<file path="config.mk">
export PLATFORM = sky130hd
export DESIGN_NAME = rsbus_d2r_req_src
export DESIGN_NICKNAME = d
export VERILOG_FILES = /design/src/rtl/rsbus_pkg.sv /design/src/rtl/rsbus_req_slot.sv /design/src/rtl/rsbus_d2r_req_src.sv
export SDC_FILE = /design/constraint.sdc
export NUM_CORES = 1
export LEC_CHECK = 0
export ABC_AREA = 0
export CORE_MARGIN = 2
export CORE_UTILIZATION = 55
export CTS_CLUSTER_SIZE = 30
export DETAILED_ROUTE_END_ITERATION = 6
export PLACE_DENSITY = 0.83
export SLEW_MARGIN = 20
export SYNTH_ARGS = -nofsm -noshare
export SYNTH_HDL_FRONTEND = slang
export SYNTH_SLANG_ARGS = --single-unit
</file>
<file path="constraint.sdc">
create_clock -name clk -period 4.2 [get_ports clk]
set_input_delay 0.63 -clock clk [delete_from_list [all_inputs] [get_ports clk]]
set_output_delay 0.63 -clock clk [all_outputs]
set_load 0.005 [all_outputs]
</file>
<file path="src/rtl/rsbus_pkg.sv">
// Shared types and build switches for the RS-bus d2r request source.
// Latency: none (types and constants only).
// Backpressure: n/a. Build switch: RSBUS_D2R_REQ_SRC_STARVE_GUARD_EN enables the starvation guard.
package rsbus_pkg;

  localparam int PRIORITIES_NUM = 4;

  typedef struct packed {
    logic [3:0] req;
    logic [3:0] rid;
  } rsbus_req_t;

  typedef logic [1:0] rsbus_prior_t;

`ifdef RSBUS_D2R_REQ_SRC_STARVE_GUARD_EN
  localparam bit STARVE_GUARD_EN = 1'b1;
`else
  localparam bit STARVE_GUARD_EN = 1'b0;
`endif

endpackage

</file>
<file path="src/rtl/rsbus_req_slot.sv">
// One priority's slot: holding register, outstanding-request counter, optional wait counter.
// Latency: write sets valid on its edge; issue clears valid and bumps the counter on its edge.
// Backpressure: eligible drops while almost-full or MAX_OUT requests are outstanding.
module rsbus_req_slot
  import rsbus_pkg::*;
#(
  parameter int MAX_OUT    = 8,
  parameter int STARVE_LIM = 64,
  parameter bit HAS_WAIT   = 1'b1
) (
  input  logic       clk,
  input  logic       rst,
  input  logic       wr,
  input  rsbus_req_t wr_dat,
  input  logic       issue,
  input  logic       grant,
  input  logic       af,
  output logic       vld,
  output rsbus_req_t dat,
  output logic       eligible,
  output logic       starved,
  output logic       grant_err
);

  localparam int CW = $clog2(MAX_OUT + 1);
  localparam logic [CW-1:0] MAX_CNT = CW'(MAX_OUT);

  logic [CW-1:0] cnt;

  // Holding register: the top only asserts wr while the slot is empty, so wr and issue never coincide.
  always_ff @(posedge clk or posedge rst) begin
    if (rst) begin
      vld <= 1'b0;
      dat <= '0;
    end else if (wr) begin
      vld <= 1'b1;
      dat <= wr_dat;
    end else if (issue) begin
      vld <= 1'b0;
    end
  end

  // Outstanding counter: issue and grant together cancel; an empty counter ignores grants.
  always_ff @(posedge clk or posedge rst) begin
    if (rst) begin
      cnt <= '0;
    end else if (issue && !grant) begin
      cnt <= cnt + 1'b1;
    end else if (grant && !issue && (cnt != '0)) begin
      cnt <= cnt - 1'b1;
    end
  end

  // A grant with nothing outstanding is a protocol error on the ring side.
  assign grant_err = grant & (cnt == '0);
  assign eligible  = vld & ~af & (cnt < MAX_CNT);

  // Wait counter exists only for the lower priorities and only in the guard build.
  if ((STARVE_LIM > 0) && HAS_WAIT && STARVE_GUARD_EN) begin : g_wait
    localparam int WW = $clog2(STARVE_LIM + 1);
    localparam logic [WW-1:0] LIM = WW'(STARVE_LIM);
    logic [WW-1:0] wcnt;

    // Count cycles spent eligible but passed over; saturate at the limit, clear on issue.
    always_ff @(posedge clk or posedge rst) begin
      if (rst) begin
        wcnt <= '0;
      end else if (issue) begin
        wcnt <= '0;
      end else if (eligible && (wcnt != LIM)) begin
        wcnt <= wcnt + 1'b1;
      end
    end

    assign starved = eligible & (wcnt == LIM);
  end else begin : g_no_wait
    assign starved = 1'b0;
  end

endmodule

</file>
<file path="src/rtl/rsbus_d2r_req_src.sv">
// Device-side d2r request source: one slot per priority, strict-priority issue into the FIFO bank.
// Latency: client write to o_stb is two edges at minimum; o_stb is a one-cycle registered pulse.
// Backpressure: c_rdy per slot; issue held off by o_af and by MAX_OUT outstanding. Guard: RSBUS_D2R_REQ_SRC_STARVE_GUARD_EN.
module rsbus_d2r_req_src
  import rsbus_pkg::*;
#(
  parameter int MAX_OUT    = 8,
  parameter int STARVE_LIM = 64
) (
  input  logic       clk,
  input  logic       rst,
  input  logic       c_stb,
  input  logic [1:0] c_prior,
  input  logic [3:0] c_req,
  input  logic [3:0] c_rid,
  output logic [3:0] c_rdy,
  output logic [3:0] o_stb,
  output logic [1:0] o_prior,
  output logic [3:0] o_req,
  output logic [3:0] o_rid,
  input  logic [3:0] o_af,
  input  logic       g_stb,
  input  logic [1:0] g_prior,
  output logic       o_err
);

  logic [PRIORITIES_NUM-1:0] slot_vld;
  logic [PRIORITIES_NUM-1:0] elig;
  logic [PRIORITIES_NUM-1:0] starved;
  logic [PRIORITIES_NUM-1:0] gerr;
  logic [PRIORITIES_NUM-1:0] wr;
  logic [PRIORITIES_NUM-1:0] grant;
  logic [PRIORITIES_NUM-1:0] iss;
  rsbus_req_t                slot_dat [PRIORITIES_NUM];
  rsbus_req_t                c_dat;
  rsbus_prior_t              sel;
  logic                      sel_vld;
  logic                      drop_err;

  assign c_dat    = '{req: c_req, rid: c_rid};
  // Slot-free flags come straight from the valid flops, so c_rdy is registered.
  assign c_rdy    = ~slot_vld;
  assign drop_err = c_stb & slot_vld[c_prior];

  for (genvar p = 0; p < PRIORITIES_NUM; p++) begin : g_slot
    assign wr[p]    = c_stb & (c_prior == 2'(p)) & ~slot_vld[p];
    assign grant[p] = g_stb & (g_prior == 2'(p));

    rsbus_req_slot #(
      .MAX_OUT    (MAX_OUT),
      .STARVE_LIM (STARVE_LIM),
      .HAS_WAIT   (p < PRIORITIES_NUM - 1)
    ) u_slot (
      .clk       (clk),
      .rst       (rst),
      .wr        (wr[p]),
      .wr_dat    (c_dat),
      .issue     (iss[p]),
      .grant     (grant[p]),
      .af        (o_af[p]),
      .vld       (slot_vld[p]),
      .dat       (slot_dat[p]),
      .eligible  (elig[p]),
      .starved   (starved[p]),
      .grant_err (gerr[p])
    );
  end

  // Pick the highest eligible priority; a starved lower priority (lowest first) overrides it.
  always_comb begin
    sel_vld = 1'b0;
    sel     = '0;
    for (int p = 0; p < PRIORITIES_NUM; p++) begin
      if (elig[p]) begin
        sel_vld = 1'b1;
        sel     = rsbus_prior_t'(p);
      end
    end
    for (int p = PRIORITIES_NUM - 1; p >= 0; p--) begin
      if (starved[p]) begin
        sel = rsbus_prior_t'(p);
      end
    end
  end

  // One-hot issue vector feeding both the slots and the output register.
  always_comb begin
    iss = '0;
    if (sel_vld) begin
      iss[sel] = 1'b1;
    end
  end

  // Output register: strobe every cycle, payload only updated on an issue so it holds otherwise.
  always_ff @(posedge clk or posedge rst) begin
    if (rst) begin
      o_stb   <= '0;
      o_prior <= '0;
      o_req   <= '0;
      o_rid   <= '0;
    end else begin
      o_stb <= iss;
      if (sel_vld) begin
        o_prior <= sel;
        o_req   <= slot_dat[sel].req;
        o_rid   <= slot_dat[sel].rid;
      end
    end
  end

  // Sticky error: dropped client write or grant against an empty counter.
  always_ff @(posedge clk or posedge rst) begin
    if (rst) begin
      o_err <= 1'b0;
    end else if (drop_err || (|gerr)) begin
      o_err <= 1'b1;
    end
  end

endmodule
</file>
==> results.md <==
* Synth Area in Simple Gates at 0.1094
* Vias in the first global route at approximately 2300
* CTS Buffer Depth at 2
* Post-CTS Setup Inserts at 0
* Relative slew slack at 0.2573
* Tmin final at 3311 ps
* Wirelength, routed at 6629 um
* Worst Max-Slew Pin Slew at ~1100 ps
* Initial core utilization at 0.5607
* # diodes at 0
* Post-synthesis sequential area ratio at 0.5142
* Drt first pass iters at 5
* Main synth FF type: dfrtp_1
* Via Count at ~2200
* Post-cts sizing count at 0
* Clock slew at reported path FFs at 70 ps
* Setup crit start kind: input port
* CP Class: input port to register
* Final GP Congestion at 0.7679
* Antenna violations before repair at 0
* Main area contributors after synthesis: dfrtp_1 51%, mux2_2 12%, a21oi_1 3.2%, ha_1 3.1%, mux2i_1 2.8%
* Chip height at 81.00 um
* Share of cells above drive strength 1 at 0.2194
* Fillers at 437
* Die area at 6560 um2
* Post-route DRC at 0
* Leakage Power at 0.001680 uW
* Number of CTS-inserted buffers at 9
* Share of power burned in combinational logic at 0.392
* Largest net degree at the start of global routing at 41
* PortBufs at 38
* Xor and xnor fraction of the mapped netlist area at 0.03223
* Final-report hold violation count at 0
* Drt initial violations at 111
* R2R depth at 9
* Arrival @ worst endpoint at between 3000 and 4000 ps
* Overflow after GRT at 0
* Post-CTS Hold Buffers at 0
* Clock power frac at 0.195
* CTS tree: yes
* WP data required at 4470 ps
* Post-Route Skew at 5.399 ps
* Post-synthesis mux area share at 0.1738
* CP Max Fanout at 16
* Die Width at 81.00 um
* Vias/cell at 5.683
* Power per cell area at 739.8 nW/um2
* Max-Cap Viols at 0
* Synth cell types at between 40 and 50
* Area leader, netlist: dfrtp_1
* Largest family of logic cells by synthesized area: multiplexers
* Async S/R FF share, synth at 1.000
* Worst-Skew Late Latency at 340 ps
* Final setup violating endpoints at 0
* Area growth syn-to-layout at 20.30%
* Sw frac at 0.3398
* Average size of a mapped cell at 12.45 um2
* Slew Viols, Final at 0
* Peak VDD IR at 0.0004193 V
* Worst Setup End Kind: register
* Internal Power at 1916 uW
* Wire per inst at around 17 um
* Syn nets at 294
* Synth Register Bits at 67
* FMAX at 302.0 MHz
* Yosys top cell area share at 0.5142
* Status: completed
* Sum Neg Setup Slack at 0 ps
* Yosys warning total at 0
* Sequential share of power at 0.413
* Final Net Count at 337
* Worst hold stages at 1
* Final design utilization at 0.6745
* Psw at 986.2 uW
* Ports at 39
* Synth Area in Compound Gates at 0.08596
* First-pass GRT wire length at 11170 um
* Core Rows at 28
* Root buf cell: clkbuf_8
* Core area at 5816 um2
* ANT nets after route at 0
* Synth Area in Adders at 0.05526
* DP HPWL at between 4000 and 5000 um
* Total global-route track usage at 0.2303
* Post-synth EDFFs at 0
* Num Clock Sinks at 67
* Post-Syn Area at 3261 um2
* CTS H-tree lvls at 3
* Tcrit/Tclk final at 0.7883
* RSZ-0062 raised after global routing: no
* Syn Inst Count at 262
* Min-Delay Path Class: register to register
[final cells by class]
cell class / count / area, um2 / share of cell area
inverter: 11 / 53.80 / 0.01372
sequential: 67 / 1677 / 0.4274
clock buffer: 13 / 168.9 / 0.04306
clock inverter: 3 / 45.04 / 0.01148
timing repair buffer: 40 / 395.4 / 0.1008
tap: 75 / 93.84 / 0.02392
multi-input combinational: 176 / 1489 / 0.3796
[per-stage QoR]
step / worst slack (ps) / hold WS, ps / std cells / cell area, um2 / power, uW
after floorplan: 1416 / 459.1 / 262 / 3261 / 1947
after global placement: 695.7 / 485.5 / 369 / 3709 / 2269
after detailed placement: 550.6 / 490.4 / 369 / 3709 / 2355
after CTS: 891.6 / 506.4 / 385 / 3923 / 2930
after global routing: 703.5 / 524.5 / 385 / 3923 / 3132
final: 889.0 / 502.9 / 385 / 3923 / 2902
[flip-flops by register name, summed over array words and instances (netlist names)]
signal and cells:
g_slot.u_slot.cnt 16, o_prior 2, o_req 4, o_stb 4
g_slot.u_slot.vld 4, g_slot.u_slot.dat 32, o_err 1, o_rid 4
[cells in the final DEF, fill, tap and decap left out, types with 5 or more instances in the layout]
cell and n:
ha_1 8, inv_1 9, nand2_1 9, a21o_1 5, clkbuf_8 12, nor2_1 15
dfrtp_1 67, clkdlybuf4s50_1 38, a21oi_1 21, xnor2_1 8, o21ai_0 12, mux2_2 36
mux2i_1 9
[logic make-up (layout without fill, tap and decap cells)]
group,Yosys count,after routing
flip-flops,67,67
AND/OR/NAND/NOR,56,56
multiplexers,49,49
AO/OA/AOI/OAI,47,47
buffers and inverters,19,67
adder cells (fa/ha/maj),12,12
XOR/XNOR,12,12
[synth_stat cells, types with 2 or more instances]
cell,count
buf_2,3
nor2_1,15
xor2_1,4
and2_1,2
fa_1,4
dfrtp_1,67
clkbuf_1,4
nor4_1,4
mux2_1,2
mux2_2,36
a21oi_1,21
nand3b_1,2
xnor2_1,8
nand3_1,3
nor3b_2,2
nor3_2,2
or3b_1,4
o21ai_0,12
ha_1,8
inv_1,10
mux2i_1,9
nor3_1,4
nand2_1,9
o21bai_1,2
a21o_1,5
[routing by layer]
metal	GRT usage	part of all wire
met1	0.2942	0.43
met2	0.3868	0.52
met3	0.03889	0.038
met4	0.1017	0.015
met5	0	0
[power by group through the flow]
stage	logic, uW	registers [uW]	clock network (uW)
after floorplan	799	1150	0
after global placement	1080	1190	0
after detailed placement	1150	1210	0
after CTS	1150	1200	576
after global routing	1280	1240	605
final	1140	1200	566
[worst paths after layout]
kind	slack, ps	endpoint	start
min reg2reg	500	g_slot[2].u_slot.dat[0]$_DFFE_PP0P_	g_slot[2].u_slot.dat[0]$_DFFE_PP0P_
min in group asynchronous	780	g_slot[3].u_slot.cnt[2]$_DFFE_PP0P_	rst
max in group asynchronous	2560	g_slot[3].u_slot.dat[1]$_DFFE_PP0P_	rst
min	500	g_slot[2].u_slot.dat[0]$_DFFE_PP0P_	g_slot[2].u_slot.dat[0]$_DFFE_PP0P_
max reg2reg	1150	g_slot[0].u_slot.cnt[3]$_DFFE_PP0P_	g_slot[3].u_slot.vld$_DFFE_PP0P_
max	890	g_slot[0].u_slot.cnt[3]$_DFFE_PP0P_	o_af[3]
[worst max-delay path: stages]
cell             delay (ps)
clkdlybuf4s50_1         460
or3b_1                  410
clkinv_8                170
nor4_4                  350
nand2_1                 290
ha_1                    360
a21o_1                  180
a21oi_1                 290
mux2i_4                 280
xor2_1                  150
(Power assumes the default switching activity.)
